===== src/rtl/freq_gate_counter.sv =====
// Gated edge counter for the frequency meter: counts rising edges of clk_x_in per gate
// window, then converts the count to packed BCD with a serial double-dabble engine.
module freq_gate_counter #(
   parameter int GATE_CYCLES = 1000000,
   parameter int CNT_WIDTH   = 24,
   parameter int DIGITS      = 8
) (
   input  logic                  clk_ref_in,
   input  logic                  resetn_in,
   input  logic                  clk_x_in,
   output logic [4*DIGITS-1:0]   result_bcd_out,
   output logic                  result_valid_out,
   output logic                  overflow_out,
   output logic                  gate_out
);

   localparam int GW    = (GATE_CYCLES > 1) ? $clog2(GATE_CYCLES) : 1;
   localparam int BW    = $clog2(CNT_WIDTH + 1);
   localparam int BCD_W = 4 * DIGITS;
   localparam logic [GW-1:0]        GATE_LAST = GW'(GATE_CYCLES - 1);
   localparam logic [CNT_WIDTH-1:0] CNT_MAX   = '1;
   localparam logic [BCD_W-1:0]     ALL_NINES = {DIGITS{4'h9}};

   typedef enum logic [1:0] {ST_IDLE, ST_SHIFT, ST_DONE} state_t;

   logic                 sync1_reg, sync2_reg, sync3_reg;
   logic                 edge_det;
   logic [GW-1:0]        gate_cnt_reg;
   logic                 terminal;
   logic [CNT_WIDTH-1:0] edge_cnt_reg;
   logic                 ovf_reg;
   logic                 gate_reg;
   logic                 edge_at_max;
   logic [CNT_WIDTH-1:0] snap_cnt;
   logic                 snap_ovf;
   logic                 snap_ovf_reg;
   logic [CNT_WIDTH-1:0] shift_reg;
   logic [BCD_W-1:0]     bcd_reg;
   logic [BCD_W-1:0]     bcd_adj;
   logic [BW-1:0]        bit_cnt_reg;
   state_t               state_reg, state_next;
   logic [BCD_W-1:0]     result_bcd_reg;
   logic                 result_valid_reg;
   logic                 result_ovf_reg;

   always_ff @(posedge clk_ref_in or negedge resetn_in) begin
      if (!resetn_in) begin
         sync1_reg <= 1'b0;
         sync2_reg <= 1'b0;
         sync3_reg <= 1'b0;
      end else begin
         sync1_reg <= clk_x_in;
         sync2_reg <= sync1_reg;
         sync3_reg <= sync2_reg;
      end
   end

   assign edge_det    = sync2_reg & ~sync3_reg;
   assign terminal    = (gate_cnt_reg == GATE_LAST);
   assign edge_at_max = edge_det & (edge_cnt_reg == CNT_MAX);

   // An edge landing in the terminal cycle still belongs to the window being closed.
   always_comb begin
      snap_cnt = edge_cnt_reg;
      if (edge_det && !edge_at_max)
         snap_cnt = edge_cnt_reg + CNT_WIDTH'(1);
   end
   assign snap_ovf = ovf_reg | edge_at_max;

   always_ff @(posedge clk_ref_in or negedge resetn_in) begin
      if (!resetn_in) begin
         gate_cnt_reg <= '0;
         edge_cnt_reg <= '0;
         ovf_reg      <= 1'b0;
         gate_reg     <= 1'b0;
      end else if (terminal) begin
         gate_cnt_reg <= '0;
         edge_cnt_reg <= '0;
         ovf_reg      <= 1'b0;
         gate_reg     <= ~gate_reg;
      end else begin
         gate_cnt_reg <= gate_cnt_reg + GW'(1);
         if (edge_at_max)
            ovf_reg <= 1'b1;
         else if (edge_det)
            edge_cnt_reg <= edge_cnt_reg + CNT_WIDTH'(1);
      end
   end

   generate
      for (genvar gi = 0; gi < DIGITS; gi++) begin : g_adj
         assign bcd_adj[4*gi +: 4] = (bcd_reg[4*gi +: 4] >= 4'd5) ?
                                     bcd_reg[4*gi +: 4] + 4'd3 : bcd_reg[4*gi +: 4];
      end
   endgenerate

   always_ff @(posedge clk_ref_in or negedge resetn_in) begin
      if (!resetn_in)
         state_reg <= ST_IDLE;
      else
         state_reg <= state_next;
   end

   always_comb begin
      state_next = state_reg;
      case (state_reg)
         ST_IDLE:  if (terminal) state_next = ST_SHIFT;
         ST_SHIFT: if (bit_cnt_reg == BW'(1)) state_next = ST_DONE;
         ST_DONE:  state_next = ST_IDLE;
         default:  state_next = ST_IDLE;
      endcase
   end

   // The shift register is loaded straight from the snapshot value so SHIFT starts at T+1.
   always_ff @(posedge clk_ref_in or negedge resetn_in) begin
      if (!resetn_in) begin
         shift_reg        <= '0;
         bcd_reg          <= '0;
         bit_cnt_reg      <= '0;
         snap_ovf_reg     <= 1'b0;
         result_bcd_reg   <= '0;
         result_valid_reg <= 1'b0;
         result_ovf_reg   <= 1'b0;
      end else begin
         result_valid_reg <= 1'b0;
         case (state_reg)
            ST_IDLE: begin
               if (terminal) begin
                  shift_reg    <= snap_cnt;
                  bcd_reg      <= '0;
                  bit_cnt_reg  <= BW'(CNT_WIDTH);
                  snap_ovf_reg <= snap_ovf;
               end
            end
            ST_SHIFT: begin
               bcd_reg     <= {bcd_adj[BCD_W-2:0], shift_reg[CNT_WIDTH-1]};
               shift_reg   <= {shift_reg[CNT_WIDTH-2:0], 1'b0};
               bit_cnt_reg <= bit_cnt_reg - BW'(1);
            end
            ST_DONE: begin
               result_bcd_reg   <= snap_ovf_reg ? ALL_NINES : bcd_reg;
               result_ovf_reg   <= snap_ovf_reg;
               result_valid_reg <= 1'b1;
            end
            default: ;
         endcase
      end
   end

   assign result_bcd_out   = result_bcd_reg;
   assign result_valid_out = result_valid_reg;
   assign overflow_out     = result_ovf_reg;
   assign gate_out         = gate_reg;

endmodule


===== config.mk =====
export PLATFORM = sky130hd
export DESIGN_NAME = freq_gate_counter
export DESIGN_NICKNAME = d
export VERILOG_FILES = /design/src/rtl/freq_gate_counter.sv
export SDC_FILE = /design/constraint.sdc
export NUM_CORES = 1
export LEC_CHECK = 0
export ABC_CLOCK_PERIOD_IN_PS = 2900
export CORE_MARGIN = 8
export CORE_UTILIZATION = 50
export DETAILED_ROUTE_END_ITERATION = 10
export GPL_TIMING_DRIVEN = 0
export MAX_ROUTING_LAYER = met4
export PLACE_DENSITY = 0.72
export RECOVER_POWER = 100
export SLEW_MARGIN = 20
export SYNTH_ARGS = -nofsm -noshare
export SYNTH_HDL_FRONTEND = slang
export SYNTH_SLANG_ARGS = --single-unit

===== constraint.sdc =====
create_clock -name clk_ref_in -period 2.9 [get_ports clk_ref_in]
set_input_delay 0.58 -clock clk_ref_in [delete_from_list [all_inputs] [get_ports clk_ref_in]]
set_output_delay 0.58 -clock clk_ref_in [all_outputs]
set_load 0.02 [all_outputs]

==> results of run 1 <==
## metal layers
metal / wire length (µm) / share of wire, %
met1: 6995 / 44
met2: 7790 / 48
met3: 955 / 5.9
met4: 322 / 2.0
met5: 0 / 0
## area by class of cell
cell class	instances	area [µm²]	share of cell area [%]
buffer	37	155.1	1.922
clock buffer	24	491.7	6.091
clock inverter	5	52.55	0.6510
inverter	24	90.09	1.116
multi-input combinational	473	2982	36.93
sequential	147	3679	45.57
tap	180	225.2	2.790
timing repair buffer	38	397.9	4.929
## worst paths after layout
check / from / endpoint / slack [ns] / cells after the start
max: gate_cnt_reg[0] / shift_reg[19] / 0.10 / 9
min: sync1_reg / sync2_reg / 0.35 / 0
max reg2reg: gate_cnt_reg[0] / shift_reg[19] / 0.10 / 9
min reg2reg: sync1_reg / sync2_reg / 0.35 / 0
max in group asynchronous: resetn_in / gate_cnt_reg[16] / 0.51 / 1
min in group asynchronous: resetn_in / result_bcd_out[20] / 1.05 / 1
## kinds of logic after synthesis
kind of cell,count (synthesis)
simple gates,219
fa+ha+maj,20
compound gates,181
buf+inv,61
xor+xnor,49
mux,4
flops,147
## cell usage in the layout, fill, tap and decap left out, types with 2 or more instances in the layout
cell / netlist / routed
xor2_1: 31 / 31
xnor2_1: 18 / 18
ha_1: 20 / 20
nor3_1: 7 / 7
o31ai_1: 17 / 17
a32o_1: 9 / 9
and3_1: 6 / 6
o211ai_1: 7 / 7
clkinv_2: 0 / 3
clkbuf_8: 0 / 4
or4_1: 6 / 7
buf_2: 4 / 4
o21ai_0: 59 / 59
nor4_1: 5 / 5
nand4_1: 13 / 13
a22oi_1: 16 / 16
o22ai_1: 15 / 15
a21boi_0: 2 / 2
nor2b_1: 4 / 4
a21oi_1: 21 / 21
nor2_1: 59 / 59
o21ai_1: 9 / 9
nor4b_1: 3 / 3
nand2b_1: 18 / 18
dfrtp_1: 147 / 147
clkbuf_16: 0 / 17
a31oi_1: 2 / 2
clkbuf_1: 28 / 34
or3_1: 9 / 9
o32ai_1: 7 / 7
o2111ai_1: 5 / 5
nand3_1: 12 / 12
inv_1: 24 / 24
a22o_1: 8 / 8
or2_2: 2 / 2
and4_1: 5 / 5
mux2i_1: 3 / 3
nand2_1: 64 / 64
dlygate4sd3_1: 0 / 36
## per-stage QoR
stage / hold slack [ns] / setup slack (ns) / cells
after global placement: 0.3383 / -4.442 / 898
after CTS: 0.06175 / 0.1613 / 928
after floorplan: 0.2844 / 0.7104 / 681
after detailed placement: 0.3347 / 0.1765 / 899
after global routing: 0.3522 / -0.02570 / 928
final: 0.3457 / 0.1024 / 928
## what timing repair did
item / CTS / global route
hold buffers: 0 / 0
setup endpoints to repair: 0 / 2
gates resized for setup: 0 / 1
## power breakdown
part | internal [µW] | leakage [µW] | switching [µW]
Clock | 1250 | 0.000268 | 796
Sequential | 2090 | 0.00202 | 43.7
Combinational | 51.0 | 0.00127 | 107
==> impl_results.md, run 1 <==
* Vias in the first global route at between 5000 and 6000
* H-tree Lvls at 4
* Met2 usage at between 30% and 40%
* DR DRC count at 0
* Die span in y at between 100 and 150 µm
* Max-cap viol count at 1
* Synth Area in Adders at 3.626%
* CTS tree: built
* Main combinational cell family by area after synthesis: compound AO/OA/AOI/OAI gates
* Layout Skew at around 0.0063 ns
* Post-synthesis mux area share at 0.5984%
* Largest net degree at the start of global routing at 99
* Xor/xnor share of the synthesized area at 6.219%
* Number of setup violations in the final report at 0
* Sequential element share of the synthesized area at a little over half
* Drt via density at 5.820
* Max Slew Vio Count at 50
* Total wire length at around 16000 µm
* Vias post-DR at approximately 5400
* Yosys top cell by area: dfrtp_1
* Period Utilization, post-route at 96.47%
* DP HPWL at between 10000 and 15000 µm
* Initial Util at about 50%
* Layout cells sized above 1 at 5.080%
* Drt first pass iters at 5
* Crit-path cells: ha_1 > and4_1 > buf_4 > nand4_1 > o31a_1 > clkbuf_1 > clkbuf_1 > a22oi_1 > o21ai_1
* Fmax at around 360 MHz
* Design area at just over 8000 µm²
* Tmin final at ~2.8 ns
* Top-count cell post-synth: dfrtp_1
* CP max-delay cell: clkbuf_1
* RD Place Congestion at ~0.88
* Clock transition at path regs at around 0.060 ns
* Gr usage total at 19.21%
* Post-synthesis compound-gate area fraction at around 17%
* Worst path arrival time at 3.14 ns
* Initial antenna violation count at 0
* Violated checks: max-capacitance violations, max-slew violations
* Die X at between 100 and 150 µm
* CP peak stage delay at 0.53 ns
* Final Power at around 4300 µW
* Fin. Hold Viols at 0
* FP Rows at 43
* Clock root buffer: clkbuf_16
* Unrepaired setup endpoints after global routing: true
* DP Area at ~7500 µm²
* Top delay family on crit path: buffers and inverters
* Post-synth EDFFs at 0
* Post CTS Setup Buffer Count at 0
* Relative slew margins at -55.64%
* TNS Setup at 0 ns
* CP Buf/Inv Count at 3
* PD cells at between 500 and 600 nW/µm²
* CTS buffer count at 17
* Crit end category: flop
* Async S/R FF share, synth at 100.0%
* Primary FF master, synth: dfrtp_1
* Clk Latency, worst-skew pair at roughly 0.43 ns
* Cell Area, Synth at between 6000 and 7000 µm²
* Worst slew pin tran at around 2.3 ns
* Worst hold path class: flop to flop
* Post-route ant nets at 0
* Commonest cells post-synth: dfrtp_1, nand2_1, nor2_1, o21ai_0, xor2_1
* Final core occ at ~59%
* First-pass GRT wire length at 27090 µm
* Yosys cell types at 49
* Worst setup path category: flop to flop
* Yosys reg bits at about 150
* Average instance area after synthesis at between 10 and 15 µm²
* Mapped Cells at between 600 and 700
* Die Area at between 15000 and 20000 µm²
* Final #Nets at between 700 and 800
* Synthesized Nets at 704
* Core Area at approximately 14000 µm²
* Worst path most repeated cell: clkbuf_1
* Met3 usage at 3.953%
* Worst setup SP type: flop
* DR iter-0 viols at 387
* Run status: complete, but fails checks
* Peak VDD IR at around 0.00034 V
* Filler cells at approximately 1200
* Area grow syn2layout at 16.99%
* Synth warn at 0
* Static Leak at between 0.003 and 0.004 µW
* Grt peak-use layer: met2
* Remaining Overflow, GRT at 0
* Largest cells by area after synthesis: dfrtp_1, o21ai_0, xor2_1
* Max clock buf depth at 2
* Drt wl/cell at about 17 µm
* Clock sinks at ~150
* CP required at ~3.3 ns
* Diodes inserted at 0
* Worst Path Max Fanout at 10
* Simple-gate area share of the yosys netlist at around 16%
* IO buf count at 37
* I/O pin count at 38
* Area share of the largest cell type after synthesis at between 50% and 60%
* GR Layer Usage met1 at 23.63%
Power figures use the tool's default switching activity.
==> run 2, diff against run 1 <==
==> constraint.sdc (replaced) <==
create_clock -name clk_ref_in -period 2.9 [get_ports clk_ref_in]
set_input_delay 0.29 -clock clk_ref_in [delete_from_list [all_inputs] [get_ports clk_ref_in]]
set_output_delay 0.29 -clock clk_ref_in [all_outputs]
set_load 0.02 [all_outputs]
==> run 2 against run 1 <==
The flow now finishes without violations. Total power decreased by 0.15%. Worst setup slack lost 0.0052 ns. Sequential power hardly changed. Clock power barely moved. Utilization is essentially flat. Critical path depth is the same. Non-clock buffer count is 1 higher. Wire length decreased by 0.37%. Hold slack barely moved. Via count fell by 0.50%. Sequential share of layout area hardly changed. Clock skew about the same. Critical endpoint unchanged. Largest cell class unchanged.
==> impl_results.md, run 2 (synthesis results as in run 1) <==
* Most frequent cells in the layout: dfrtp_1, nand2_1, nor2_1, o21ai_0, dlygate4sd3_1
* DR DRC count at 0 (unchanged)
* Final worst slack at 0.09716 ns (-0.005197 ns)
* Tmin final at 2.803 ns (+0.005197 ns)
* TNS Setup at 0 ns (unchanged)
* Area grow syn2layout at 17.06% (about the same)
* Max clock buf depth at 2 (unchanged)
* Worst setup path category: flop to flop
* FP Rows at 43 (unchanged)
* Initial Util at 50.49% (unchanged)
* DP HPWL at 11070 µm (unchanged)
* Worst setup SP type: flop
* DR iter-0 viols at 385 (-0.52%)
* Number of setup violations in the final report at 0 (unchanged)
* Relative slew margins at 16.49% (+72 points)
* Clock transition at path regs at 0.06 ns (about the same)
* Total wire length at 16000 µm (-0.37%)
* Worst Path Max Fanout at 10 (unchanged)
* IO buf count at 37 (unchanged)
* Period Utilization, post-route at 96.65% (+0.18 points)
* Vias in the first global route at 5469 (+0.055%)
* Run status: completed
* Final Power at 4336 µW (-0.15%)
* Die Area at 17820 µm² (unchanged)
* Core Area at 13670 µm² (unchanged)
* CP required at 3.24 ns (about the same)
* Gr usage total at 19.22% (about the same)
* Static Leak at 0.003564 µW (+0.13%)
* Final #Nets at 762 (+0.13%)
* H-tree Lvls at 4 (unchanged)
* Remaining Overflow, GRT at 0 (unchanged)
* Drt first pass iters at 5 (unchanged)
* Drt wl/cell at 17.23 µm (-0.48%)
* Worst slew pin tran at 1.253 ns (-1.082 ns)
* Final core occ at 59.11% (about the same)
* RD Place Congestion at 0.8768 (unchanged)
* Diodes inserted at 0 (unchanged)
* Clock root buffer: clkbuf_16
* Crit end category: flop
* Fmax at 356.8 MHz (-0.19%)
* Worst path arrival time at 3.14 ns (about the same)
* Die span in y at 133.5 µm (unchanged)
* PD cells at 536.7 nW/µm² (-0.21%)
* Clock sinks at 147 (unchanged)
* Unrepaired setup endpoints after global routing: true
* Layout Skew at 0.005824 ns (-0.0004322 ns)
* Largest net degree at the start of global routing at 99 (unchanged)
* Die X at 133.5 µm (unchanged)
* Worst hold path class: flop to flop
* Fin. Hold Viols at 0 (unchanged)
* First-pass GRT wire length at 27100 µm (about the same)
* Layout cells sized above 1 at 5.207% (+0.13 points)
* Vias post-DR at 5374 (-0.50%)
* Filler cells at 1178 (-0.085%)
* Peak VDD IR at 0.0003370 V (-0.58%)
* Post-route ant nets at 0 (unchanged)
* Max-cap viol count at 0 (-1)
* Initial antenna violation count at 0 (unchanged)
* I/O pin count at 38 (unchanged)
* Drt via density at 5.785 (-0.61%)
* CTS buffer count at 17 (unchanged)
* Commonest non-fill, non-tap cell in the layout: dfrtp_1
* Clk Latency, worst-skew pair at 0.42 ns (about the same)
* CTS tree: built
* Pre-CTS setup slack at 0.1765 ns (unchanged)
* Max Slew Vio Count at 0 (-100%)
## run 2: cell type report
type                    instances  area (µm²)  share of cell area [%]
flip-flops and latches        147        3679                   45.54
multi-input cells             473        2982                   36.91
clock buffers                  24       491.7                   6.087
repair buffers                 39       402.9                   4.988
well taps                     180       225.2                   2.788
plain buffers                  37       155.1                   1.921
inverters                      24       90.09                   1.115
clock inverters                 5       52.55                  0.6506
## run 2: through the flow
stage | hold WS (ns) | area, µm² | std cells
after floorplan | -0.005591 | 6900 | 681
after global placement | 0.3383 | 7496 | 898
after detailed placement | 0.2183 | 7528 | 899
after CTS | 0.3039 | 8083 | 929
after global routing | 0.3522 | 8078 | 929
final | 0.3457 | 8078 | 929
## run 2: worst max-delay path, cell delays in order (launching register included)
cell and delay (ns):
dfrtp_1 0.40, ha_1 0.24, and4_1 0.18, buf_4 0.15, nand4_1 0.27, o31a_1 0.20, clkbuf_1 0.50, clkbuf_1 0.50
a22oi_1 0.13, o21ai_1 0.15
## run 2: layer usage
metal	vias up	track usage, %	wire, µm
met5	-	-	0
met4	0	7.611	303
met3	29	3.953	842
met2	147	30.55	7823
met1	2637	23.65	7034
li1	2561	-	-
## run 2: path summary, 6_finish.rpt
check | start | cells after the start | endpoint | slack, ns
hold / removal | sync1_reg | 0 | sync2_reg | 0.35
max in group asynchronous | resetn_in | 3 | gate_cnt_reg[10] | 1.17
setup / recovery | gate_cnt_reg[0] | 9 | shift_reg[19] | 0.1
min in group asynchronous | resetn_in | 2 | result_bcd_out[20] | 0.67
hold reg to reg | sync1_reg | 0 | sync2_reg | 0.35
setup reg to reg | gate_cnt_reg[0] | 9 | shift_reg[19] | 0.1
## run 2: what timing repair did
action	4_1_cts	5_1_grt
endpoints found under the hold margin	49	0
hold buffers	1	0
endpoints found under the setup margin	0	2
resized for setup	0	1
setup buffers	0	0
## run 2: power by group
| part | switching [µW] | internal, µW |
|---|---|---|
| Sequential | 43.2 | 2090 |
| Combinational | 108 | 51.1 |
| Clock | 789 | 1250 |
| Total | 940 | 3400 |
